## config.mk

```make
export PLATFORM = sky130hd
export DESIGN_NAME = counter_arbiter
export DESIGN_NICKNAME = d
export VERILOG_FILES = /design/src/rtl/counter_arb_pkg.sv /design/src/rtl/counter_arbiter_rr.sv /design/src/rtl/counter_arbiter.sv
export SDC_FILE = /design/constraint.sdc
export NUM_CORES = 1
export LEC_CHECK = 0
export ABC_AREA = 1
export BUFFER_PORTS_ARGS = -buffer_cell sky130_fd_sc_hd__buf_2
export CORE_MARGIN = 5
export CORE_UTILIZATION = 30
export DETAILED_ROUTE_END_ITERATION = 16
export PLACE_DENSITY_LB_ADDON = 0.15
export SLEW_MARGIN = 20
export SYNTH_ARGS = -nofsm -noshare
export SYNTH_HDL_FRONTEND = slang
export SYNTH_HIERARCHICAL = 1
export SYNTH_SLANG_ARGS = --single-unit
```

## constraint.sdc

```tcl
create_clock -name CLK -period 4.7 [get_ports CLK]
set_input_delay 0.705 -clock CLK [delete_from_list [all_inputs] [get_ports CLK]]
set_output_delay 0.705 -clock CLK [all_outputs]
set_load 0.005 [all_outputs]
```

## src/rtl/counter_arb_pkg.sv

```systemverilog
// Shared types, default sizes and the round-robin pick function for counter_arbiter.
package counter_arb_pkg;

  localparam int DEFAULT_N_REQ = 4;
  localparam int DEFAULT_WIDTH = 16;
  localparam int MAX_REQ       = 16;
  localparam int MAX_IDX_W     = 4;

  typedef logic [DEFAULT_WIDTH-1:0] count_t;
  typedef logic [MAX_IDX_W-1:0]     idx_t;
  typedef logic [MAX_REQ-1:0]       req_vec_t;

  // One-hot pick of the first set bit of valid, searching ptr, ptr+1, ... and wrapping at n.
  function automatic req_vec_t rr_pick(input req_vec_t valid, input idx_t ptr, input int n);
    req_vec_t grant;
    logic     found;
    int       idx;
    grant = '0;
    found = 1'b0;
    for (int k = 0; k < MAX_REQ; k++) begin
      idx = int'(ptr) + k;
      if (idx >= n) idx = idx - n;
      if ((k < n) && !found && valid[idx[3:0]]) begin
        grant[idx[3:0]] = 1'b1;
        found           = 1'b1;
      end
    end
    return grant;
  endfunction

endpackage

```

## src/rtl/counter_arbiter_rr.sv

```systemverilog
// rr_arbiter: round-robin pointer plus combinational one-hot grant and its encoded index.
module rr_arbiter
  import counter_arb_pkg::*;
#(
  parameter int  N_REQ = DEFAULT_N_REQ,
  localparam int IDX_W = $clog2(N_REQ)
) (
  input  logic             CLK,
  input  logic             RESET,
  input  logic [N_REQ-1:0] eligible,
  output logic [N_REQ-1:0] grant,
  output logic [IDX_W-1:0] grant_idx,
  output logic             grant_any
);

  logic [IDX_W-1:0] ptr;
  req_vec_t         pick;

  // Stage p0: pick the first eligible requester starting at the pointer; nothing while in reset.
  always_comb begin
    pick      = rr_pick(req_vec_t'(eligible), idx_t'(ptr), N_REQ);
    grant     = RESET ? '0 : pick[N_REQ-1:0];
    grant_idx = '0;
    for (int i = 0; i < N_REQ; i++) begin
      if (grant[i]) grant_idx = IDX_W'(i);
    end
    grant_any = |grant;
  end

  // Pointer moves just past the requester that was granted; it stays put when nobody is.
  always_ff @(posedge CLK) begin
    if (RESET) begin
      ptr <= '0;
    end else if (grant_any) begin
      ptr <= (grant_idx == IDX_W'(N_REQ - 1)) ? '0 : grant_idx + IDX_W'(1);
    end
  end

endmodule

```

## src/rtl/counter_arbiter.sv

```systemverilog
// counter_arbiter: per-requester count bank sharing one incrementer under round-robin grant.
// Build option COUNTER_ARB_SATURATE_EN: counts hold at all-ones instead of wrapping.
module counter_arbiter
  import counter_arb_pkg::*;
#(
  parameter int  N_REQ = DEFAULT_N_REQ,
  parameter int  WIDTH = DEFAULT_WIDTH,
  localparam int IDX_W = $clog2(N_REQ)
) (
  input  logic             CLK,
  input  logic             RESET,
  input  logic [N_REQ-1:0] req_valid,
  output logic [N_REQ-1:0] req_ready,
  input  logic [N_REQ-1:0] clr,
  input  logic [IDX_W-1:0] rd_idx,
  output logic [WIDTH-1:0] rd_count,
  output logic [IDX_W-1:0] grant_id,
  output logic             grant_vld,
  output logic [N_REQ-1:0] ovf
);

  // Returns {overflow, next count}; overflow marks an increment taken at all-ones.
  function automatic logic [WIDTH:0] count_step(input logic [WIDTH-1:0] cur);
    logic [WIDTH:0] res;
`ifdef COUNTER_ARB_SATURATE_EN
    if (&cur) res = {1'b1, cur};
    else      res = {1'b0, cur + WIDTH'(1)};
`else
    res = {1'b0, cur} + (WIDTH+1)'(1);
`endif
    return res;
  endfunction

  logic [N_REQ-1:0] eligible_p0;
  logic [N_REQ-1:0] grant_p0;
  logic [IDX_W-1:0] gidx_p0;
  logic             accept_p0;
  logic [WIDTH-1:0] sel_cnt_p0;
  logic [WIDTH-1:0] next_cnt_p0;
  logic             carry_p0;

  logic [WIDTH-1:0] cnt_bank [N_REQ];

  logic             grant_vld_p1;
  logic [IDX_W-1:0] grant_id_p1;
  logic [N_REQ-1:0] ovf_p1;

  // A lane being cleared this cycle cannot also be incremented.
  always_comb begin
    eligible_p0 = req_valid & ~clr;
  end

  rr_arbiter #(.N_REQ(N_REQ)) u_rr (
    .CLK       (CLK),
    .RESET     (RESET),
    .eligible  (eligible_p0),
    .grant     (grant_p0),
    .grant_idx (gidx_p0),
    .grant_any (accept_p0)
  );

  assign req_ready = grant_p0;

  // Stage p0: select the granted lane's count and run it through the single shared incrementer.
  always_comb begin
    sel_cnt_p0 = '0;
    for (int i = 0; i < N_REQ; i++) begin
      if (gidx_p0 == IDX_W'(i)) sel_cnt_p0 = cnt_bank[i];
    end
    {carry_p0, next_cnt_p0} = count_step(sel_cnt_p0);
  end

  // Count bank: reset and clear win; otherwise only the granted lane takes the incremented value.
  always_ff @(posedge CLK) begin
    for (int i = 0; i < N_REQ; i++) begin
      if (RESET || clr[i]) begin
        cnt_bank[i] <= '0;
      end else if (accept_p0 && (gidx_p0 == IDX_W'(i))) begin
        cnt_bank[i] <= next_cnt_p0;
      end
    end
  end

  // Stage p1: grant status and overflow pulse, registered one cycle after the accept.
  always_ff @(posedge CLK) begin
    if (RESET) begin
      grant_vld_p1 <= 1'b0;
      grant_id_p1  <= '0;
      ovf_p1       <= '0;
    end else begin
      grant_vld_p1 <= accept_p0;
      ovf_p1       <= (accept_p0 && carry_p0) ? grant_p0 : '0;
      if (accept_p0) grant_id_p1 <= gidx_p0;
    end
  end

  assign grant_vld = grant_vld_p1;
  assign grant_id  = grant_id_p1;
  assign ovf       = ovf_p1;

  // Readback mux over the registered counts.
  always_comb begin
    rd_count = '0;
    for (int i = 0; i < N_REQ; i++) begin
      if (rd_idx == IDX_W'(i)) rd_count = cnt_bank[i];
    end
  end

endmodule
```

# After elaboration in Yosys (flattened, before gate mapping)
# Memories as Yosys holds them, arrays and structs flattened.
# Index checks and enable logic that the tools add are counted.
# totals
output_inout_bits,27
mem_count,1
in_bits,12
register_bits,9
ram_bits,64
# memory_table
memory,words,word_bits,rd,rd_clocked_by_memory_dff,wr,line_no,rtl
cnt_bank,4,16,4,0,4,counter_arbiter.sv:42,logic [WIDTH-1:0] cnt_bank [N_REQ];
# op_classes
bitwise_logic,10
n_eq_ne,6
n_addsub,9
n_mux,64
reduce_logical,23
magnitude_cmp,12
# ops
op,count
2-to-1 mux 16 bit,12
"greater-or-equal comparator 32 x 4 -> 1 bit, second input constant",3
2-to-1 mux 4 bit,9
2-to-1 mux 1 bit,32
"< comparator 4 x 5 -> 1 bit, second input constant",4
"adder 16 x 1 -> 17 bit, second input constant",1
binary-select mux 1 bit (select 4 bit),4
demux 1 bit (select 4 bit),4
"greater-or-equal comparator 4 x 1 -> 1 bit, second input constant",4
logical AND 1 bit,12
OR 4 bit,3
"subtractor 4 bit, second input constant",3
"equality test 2 bit, second input constant",4
"adder 2 x 2 -> 3 bit, second input constant",2
2-to-1 mux 2 bit,3
AND 4 bit,1
"equality test 2 x 1 -> 1 bit, second input constant",2
logical NOT 2 bit,2
logical OR 1 bit,4
inverter 4 bit,1
OR 1 bit,4
OR reduction 4 bit,1
"subtractor 2 x 3 -> 4 bit, second input constant",1
"adder 2 x 1 -> 3 bit, second input constant",1
5 further kinds,7

# Depth between registers and ports, before layout
# Gate-level depths: netlist of run 1.
# logic_depth
word_depth,27
depth_mapped,27
depth_no_buf,26

# Hierarchy
# The synthesis of run 1 kept the hierarchy.
# modules_own_cells
module,n_inst,area_per_inst_um2,cells_per_inst,seq_area_each_um2
counter_arbiter,1,3933.8,466,2062.0
rr_arbiter,1,608.1,97,40.0

# Least setup slack after synthesis of run 1
# No wires, ideal clock.
# synth_path
path_type,register to register
from,register u_rr.ptr[1]
to,"memory cnt_bank[2][14] in the netlist's numbering, data pin"
stages_incl_launch_ff,27
path_buffers,2
setup_slack_ns,1.313
arrival_time_ns,3.121
setup_time_ns,0.266
cell_sequence,dfxtp_1 -> inv_1 -> ha_1 -> inv_1 -> nand3_2 -> nand3_4 -> nand2_4 -> inv_2 -> nand3_1 -> inv_1 -> nor2_1 -> nand3_1 -> nand2_1 -> buf_2 -> nand2_2 -> clkinv_2 -> buf_6 -> nand2_1 -> nand2_1 -> ha_1 -> inv_1 -> nor2_1 -> nand2_2 -> nor2_8 -> nand4_4 -> nand2_2 -> nor2_1
# synth_lines
element,line_no,rtl
"start, declared",counter_arbiter_rr.sv:16,logic [IDX_W-1:0] ptr;
"start signal, assigned",counter_arbiter_rr.sv:35,ptr <= (grant_idx == IDX_W'(N_REQ - 1)) ? '0 : grant_idx + IDX_W'(1);
"end, declared",counter_arbiter.sv:42,

==> impl_metrics.tcl, run 1 <==
set metrics [dict create \
    crit_type "register to register" \
    critical_path_required_ns 4.77 \
    placementRows 45 \
    avgSynthCellArea_um2 8.067 \
    synth-edff-count 64 \
    clk_path_buf_depth 2 \
    wl_um 14320 \
    antenna_found_initial 0 \
    start_util_pct 30.21 \
    insertedDiodeCount 0 \
    cap_viol_max_count 0 \
    synth_most_common_cell "nand2_1" \
    synth_commonest_cells "nand2_1 (128), nor2_1 (99), inv_1 (68)" \
    synth_area_um2 4542 \
    placed_area_um2 5029 \
    rr_startpoint "u_rr/ptr[0]$_SDFFE_PP0P_" \
    grt_overflow 0 \
    drive_above_1_share_pct 18.71 \
    power_density_nw_per_um2 669.9 \
    worstSetupStartpoint "u_rr/ptr[0]$_SDFFE_PP0P_" \
    fin_crit_sh_pct 88.02 \
    holdBufCountCts 0 \
    first_pass_iters 5 \
    vias 4063 \
    cts-buffers-inserted 9 \
    multi_input_area_um2 2087 \
    die_h_um 133.0 \
    fin_crit_ns 4.137 \
    regArea_um2 2102 \
    ir_worst_vdd_mv 0.2096 \
    slew_headroom_pct 28.22 \
    r2r_slack_ns 0.56 \
    grt_pass1_vias 3984 \
    ys_seq_elements 73 \
    fmax_mhz 241.7 \
    fin_tns_setup_ns 0 \
    syn_inst 563 \
    crit_path_start_kind "register" \
    yosys.area.top_type "edfxtp_1" \
    drt_iter0_markers 351 \
    cts_sinks 73 \
    wire_per_inst_um 17.73 \
    finalMaxSlewViolations 0 \
    track_usage_pct 16.52 \
    synth_flop_cell "edfxtp_1" \
    syn_to_final_growth_pct 16.47 \
    synthesis.nets 583 \
    place_hpwl_um 10050 \
    fin_skew_ns 0.008243 \
    ant_nets 0 \
    cts_tree "done" \
    ioPinCount 39 \
    path_clk_slew_ns 0.05 \
    synth_top_area_share_pct 42.31 \
    worstPathMaxFanout 14 \
    grt_max_degree 17 \
    fillers 1598 \
    timing.hold.ws_ns 0.4614 \
    min_path_type "register to register" \
    crit_arrival_ns 4.21 \
    finalSetupViolations 0 \
    outcome "completed" \
    dieArea_um2 17700 \
    synthTopCellsByArea "edfxtp_1 (42%), nand2_1 (11%), nor2_1 (8.2%)" \
    clk_latency_ns 0.34 \
    min_from "grant_id[1]$_SDFFE_PP0P_" \
    via_per_inst 5.028 \
    reg2reg_depth 22 \
    critPathCapture "cnt_bank[2][6]$_SDFFCE_PN0P_" \
    cts.htree.levels 3 \
    worstSetupEndpointType "register" \
    async_flop_share_pct 0 \
    grt_pass1_wl_um 22450 \
    fin_util_pct 35.19 \
    leakage_nw 2.339 \
    synth_cell_types 38 \
    tightest_slew_ns 1.073 \
    reg2reg_to "cnt_bank[2][6]$_SDFFCE_PN0P_" \
    gp_congestion 0.8378 \
    root_buffer "clkbuf_16" \
    stdcell_area_um2 5290 \
    yosysWarnings 6 \
    rsz0062_at_grt "no" \
    cts_resized 0 \
    postCtsSetupBuffers 0 \
    coreArea_um2 15030 \
    remaining_drc_errors 0 \
    die_x_um 133.0 \
    hold_viol_final 0 \
    seq_area_frac_synth_pct 46.28 \
    port_buffers 38 \
    layout.nets 635 \
]
==> report_power, final <==
part           switching [mW]  internal (mW)  total (mW)
Combinational            1.44          0.563        2.01
Sequential             0.0590          0.853       0.912
Clock                   0.253          0.373       0.626
==> cells in the final DEF, fill, tap and decap left out, types with 9 or more instances in the layout <==
cell and instances:
a21oi_1 13, buf_2 38, buf_4 18, clkbuf_16 9, dfxtp_1 9, edfxtp_1 64
inv_1 68, nand2_1 128, nand2_2 17, nand3_1 44, nand4_1 10, nor2_1 99
o21ai_0 20
==> cells by family after synthesis <==
| kind of cell | after synthesis | synth area share (%) |
|---|---|---|
| AOI/OAI and AO/OA | 57 | 7.714 |
| and+or+nand+nor | 330 | 34.71 |
| xor gates and xnor gates | 6 | 1.323 |
| DFF | 73 | 46.28 |
| adders and majority gates | 8 | 2.204 |
| buffers and inverters | 89 | 7.768 |
==> stage by stage <==
stage               total power, mW  setup WS (ns)  instances
global placement              2.922         0.5900        792
CTS                           3.556         0.5850        808
global route                  3.819         0.2071        808
floorplan                     2.316          1.313        563
detailed placement            2.919         0.5616        792
finish                        3.544         0.5631        808
==> sequential cells by signal, summed over array words and instances (netlist names) <==
register and flops:
cnt_bank 64, grant_vld 1, ovf 4, u_rr/ptr 2
grant_id 2
==> cell type report <==
| type | count | share of cell area, % |
|---|---|---|
| Sequential cell | 73 | 39.74 |
| Multi-Input combinational cell | 401 | 39.45 |
| Timing Repair Buffer | 56 | 6.149 |
| Inverter | 74 | 5.274 |
| Clock buffer | 16 | 4.943 |
| Tap cell | 188 | 4.447 |
==> worst min-delay path by stage <==
stage / to / slack [ns] / cells past startpoint
after floorplan: grant_id[0]$_SDFFE_PP0P_ / 0.45 / 2
after global placement: grant_id[1]$_SDFFE_PP0P_ / 0.46 / 2
after detailed placement: grant_id[1]$_SDFFE_PP0P_ / 0.46 / 2
after CTS: grant_id[1]$_SDFFE_PP0P_ / 0.47 / 2
after global routing: grant_id[1]$_SDFFE_PP0P_ / 0.48 / 2
final: grant_id[1]$_SDFFE_PP0P_ / 0.46 / 2
==> per-layer routing <==
metal	GRT usage (%)	vias up	wire length [µm]
met4	5.485	0	283
met5	0	-	0
met2	27.45	99	6864
li1	-	1957	-
met3	2.662	23	552
met1	21.93	1984	6624
==> critical path, cell delays in order (launching register included) <==
cell and delay [ns]:
dfxtp_1 0.52, inv_2 0.16, ha_1 0.38, inv_1 0.08
nand3_2 0.09, nand3_4 0.11, nor2_4 0.15, nand2_1 0.07
nand2_1 0.07, nand3_2 0.07, nand3_1 0.11, nand2_1 0.22
nand2_2 0.24, clkinv_2 0.26, nand2_1 0.13, nand2_1 0.16
ha_1 0.28, inv_1 0.07, nor2_1 0.05, nand2_2 0.14
nor2_1 0.08, xnor2_1 0.36, nor2_1 0.08
(Power assumes the default switching activity.)
==> inputs of run 2 (changes only) <==
==> constraint.sdc (replaced) <==
create_clock -name CLK -period 4.72 [get_ports CLK]
set_input_delay 0.472 -clock CLK [delete_from_list [all_inputs] [get_ports CLK]]
set_output_delay 0.472 -clock CLK [all_outputs]
set_load 0.005 [all_outputs]
==> run 2 against run 1 <==
  * Sequential share of layout area up 0.18 points
  * Sequential power up 0.7%
  * Final cell count down 0.50%
  * Die area unchanged
  * Clock skew down 0.0018 ns
==> impl_metrics.tcl, run 2 (synthesis gave the netlist of run 1 again) <==
set metrics [dict create \
    outcome "completed" \
    fin_crit_ns 4.276 \
    crit_chain "inv_1 -> ha_1 -> inv_1 -> nand3_2 -> nand3_4 -> nand2_4 -> nor2_4 -> nand2_1 -> nand3_1 -> nand2_2 -> nand2_1 -> nand2_2 -> clkinv_2 -> nand2_1 -> nand2_1 -> ha_1 -> inv_1 -> nor2_1 -> nand2_2 -> nor2_8 -> nand4_4 -> nand2_2 -> nor2_1" \
    track_usage_pct 16.57 \
    place_ws_ns 0.4629 \
    die_x_um 133.0 \
    crit_arrival_ns 4.33 \
    root_buffer "clkbuf_16" \
    placementRows 45 \
    antenna_found_initial 0 \
    regArea_um2 2102 \
    grt_max_degree 17 \
    hold_viol_final 0 \
    path_clk_slew_ns 0.06 \
    cpMaxStageDelayCell "dfxtp_1" \
    grt_overflow 0 \
    drt_iter0_markers 349 \
    leakage_nw 2.328 \
    fin_util_pct 35.03 \
    place_hpwl_um 9822 \
    slowest_delay_ns 0.49 \
    vias 4005 \
    multi_input_area_um2 2090 \
    grt_pass1_vias 3956 \
    power.share.sequential_pct 26.3 \
    pwr-share-comb_pct 55.8 \
    wl_um 14270 \
    p_switching_mw 1.728 \
    fin_skew_ns 0.006445 \
    cap_viol_max_count 0 \
    cts_resized 0 \
    final_common_cell "nand2_1" \
    first_pass_iters 5 \
    ant_nets 0 \
    cts-buffers-inserted 9 \
    fillers 1579 \
    dieArea_um2 17700 \
    fin_tns_setup_ns 0 \
    clkPwrFrac_pct 17.9 \
    insertedDiodeCount 0 \
    p_int_mw 1.760 \
    die_h_um 133.0 \
    start_util_pct 30.21 \
    stdcell_area_um2 5266 \
    min_path_type "input pin to register" \
    crit_type "register to register" \
    coreArea_um2 15030 \
    worstPathMaxFanout 14 \
    remaining_drc_errors 0 \
    most-common-layout-cells "nand2_1 (128), nor2_1 (98), inv_1 (68), edfxtp_1 (64), nand3_1 (44)" \
    placed_area_um2 5001 \
    tightest_slew_ns 0.9936 \
    drive_above_1_share_pct 18.83 \
    gp_congestion 0.8945 \
    ioPinCount 39 \
    clk_path_buf_depth 2 \
    critical_path_required_ns 4.78 \
    cts_tree "done" \
    worstSetupEndpointType "register" \
    path_delay_family "simple AND/OR/NAND/NOR gates" \
    fin_crit_sh_pct 90.59 \
    power_density_nw_per_um2 662.4 \
    layout_setup_ws_ns 0.4441 \
    via_per_inst 4.981 \
    holdBufCountCts 0 \
    switching_share_pct 49.54 \
    ir_worst_vdd_mv 0.2224 \
    grt_pass1_wl_um 22360 \
    fmax_mhz 233.9 \
    rsz0062_at_grt "no" \
    wire_per_inst_um 17.75 \
    syn_to_final_growth_pct 15.95 \
    largest_register "cnt_bank" \
    clk_latency_ns 0.34 \
    finalMaxSlewViolations 0 \
    layout.nets 631 \
    crit_path_start_kind "register" \
    slew_headroom_pct 33.56 \
    postCtsSetupBuffers 0 \
    port_buffers 38 \
    largest_register_ff_count 64 \
    cts_sinks 73 \
    finalSetupViolations 0 \
    cts.htree.levels 3 \
    worst-path-buf-inv 4 \
]
[run 2: cell count changes in the layout (fill, tap and decap cells not counted)]
cell / previous run / this run
buf_4: 18 / 14
clkinv_2: 1 / 4
clkbuf_1: 6 / 2
nor2_1: 99 / 98
nor2_2: 4 / 5
clkinv_1: 0 / 1
[run 2: worst paths after layout]
| check | start | to | slack (ns) | cells after the start |
|---|---|---|---|---|
| setup / recovery | u_rr/ptr[1]$_SDFFE_PP0P_ | cnt_bank[3][14]$_SDFFCE_PN0P_ | 0.44 | 23 |
| hold / removal | RESET | grant_id[0]$_SDFFE_PP0P_ | 0.38 | 2 |
| setup reg to reg | u_rr/ptr[1]$_SDFFE_PP0P_ | cnt_bank[3][14]$_SDFFCE_PN0P_ | 0.44 | 23 |
| hold reg to reg | grant_id[1]$_SDFFE_PP0P_ | grant_id[1]$_SDFFE_PP0P_ | 0.47 | 2 |
[run 2: cell type report]
type / count / share of cell area (%)
Inverter: 74 / 5.298
Clock buffer: 12 / 4.680
Sequential cell: 73 / 39.91
Clock inverter: 4 / 0.3564
Multi-Input combinational cell: 401 / 39.68
Timing Repair Buffer: 52 / 5.607
Tap cell: 188 / 4.467
[run 2: routing by layer]
| metal | vias up | wire length (µm) | global-route usage [%] |
|---|---|---|---|
| met5 | - | 0 | 0 |
| met4 | 0 | 182 | 4.215 |
| met3 | 17 | 727 | 4.183 |
| met2 | 115 | 6968 | 28.19 |
| met1 | 1918 | 6392 | 21.01 |
| li1 | 1955 | - | - |
[run 2: metrics by stage]
stage | total power [mW] | hold WS (ns) | cells
after floorplan | 2.307 | 0.4505 | 563
after detailed placement | 2.878 | 0.4724 | 788
after CTS | 3.517 | 0.3632 | 804
final | 3.489 | 0.3790 | 804
after global routing | 3.789 | 0.3825 | 804
after global placement | 2.859 | 0.4680 | 788
[run 2: power groups by stage]
stage          Sequential (mW)  Combinational (mW)  Clock (mW)
2_1_floorplan            0.911                1.40           0
3_3_place_gp             0.928                1.93           0
3_5_place_dp             0.930                1.95           0
4_1_cts                  0.918                1.96       0.642
5_1_grt                  0.931                2.19       0.672
6_report                 0.918                1.95       0.623
[run 2: worst register-to-register path: stages (launching register included)]
cell and delay, ns:
dfxtp_1 0.49, inv_1 0.22, ha_1 0.36, inv_1 0.10, nand3_2 0.10, nand3_4 0.11, nand2_4 0.07, nor2_4 0.11
nand2_1 0.06, nand3_1 0.09, nand2_2 0.10, nand2_1 0.34, nand2_2 0.20, clkinv_2 0.27, nand2_1 0.08, nand2_1 0.20
ha_1 0.23, inv_1 0.06, nor2_1 0.12, nand2_2 0.12, nor2_8 0.17, nand4_4 0.17, nand2_2 0.15, nor2_1 0.05
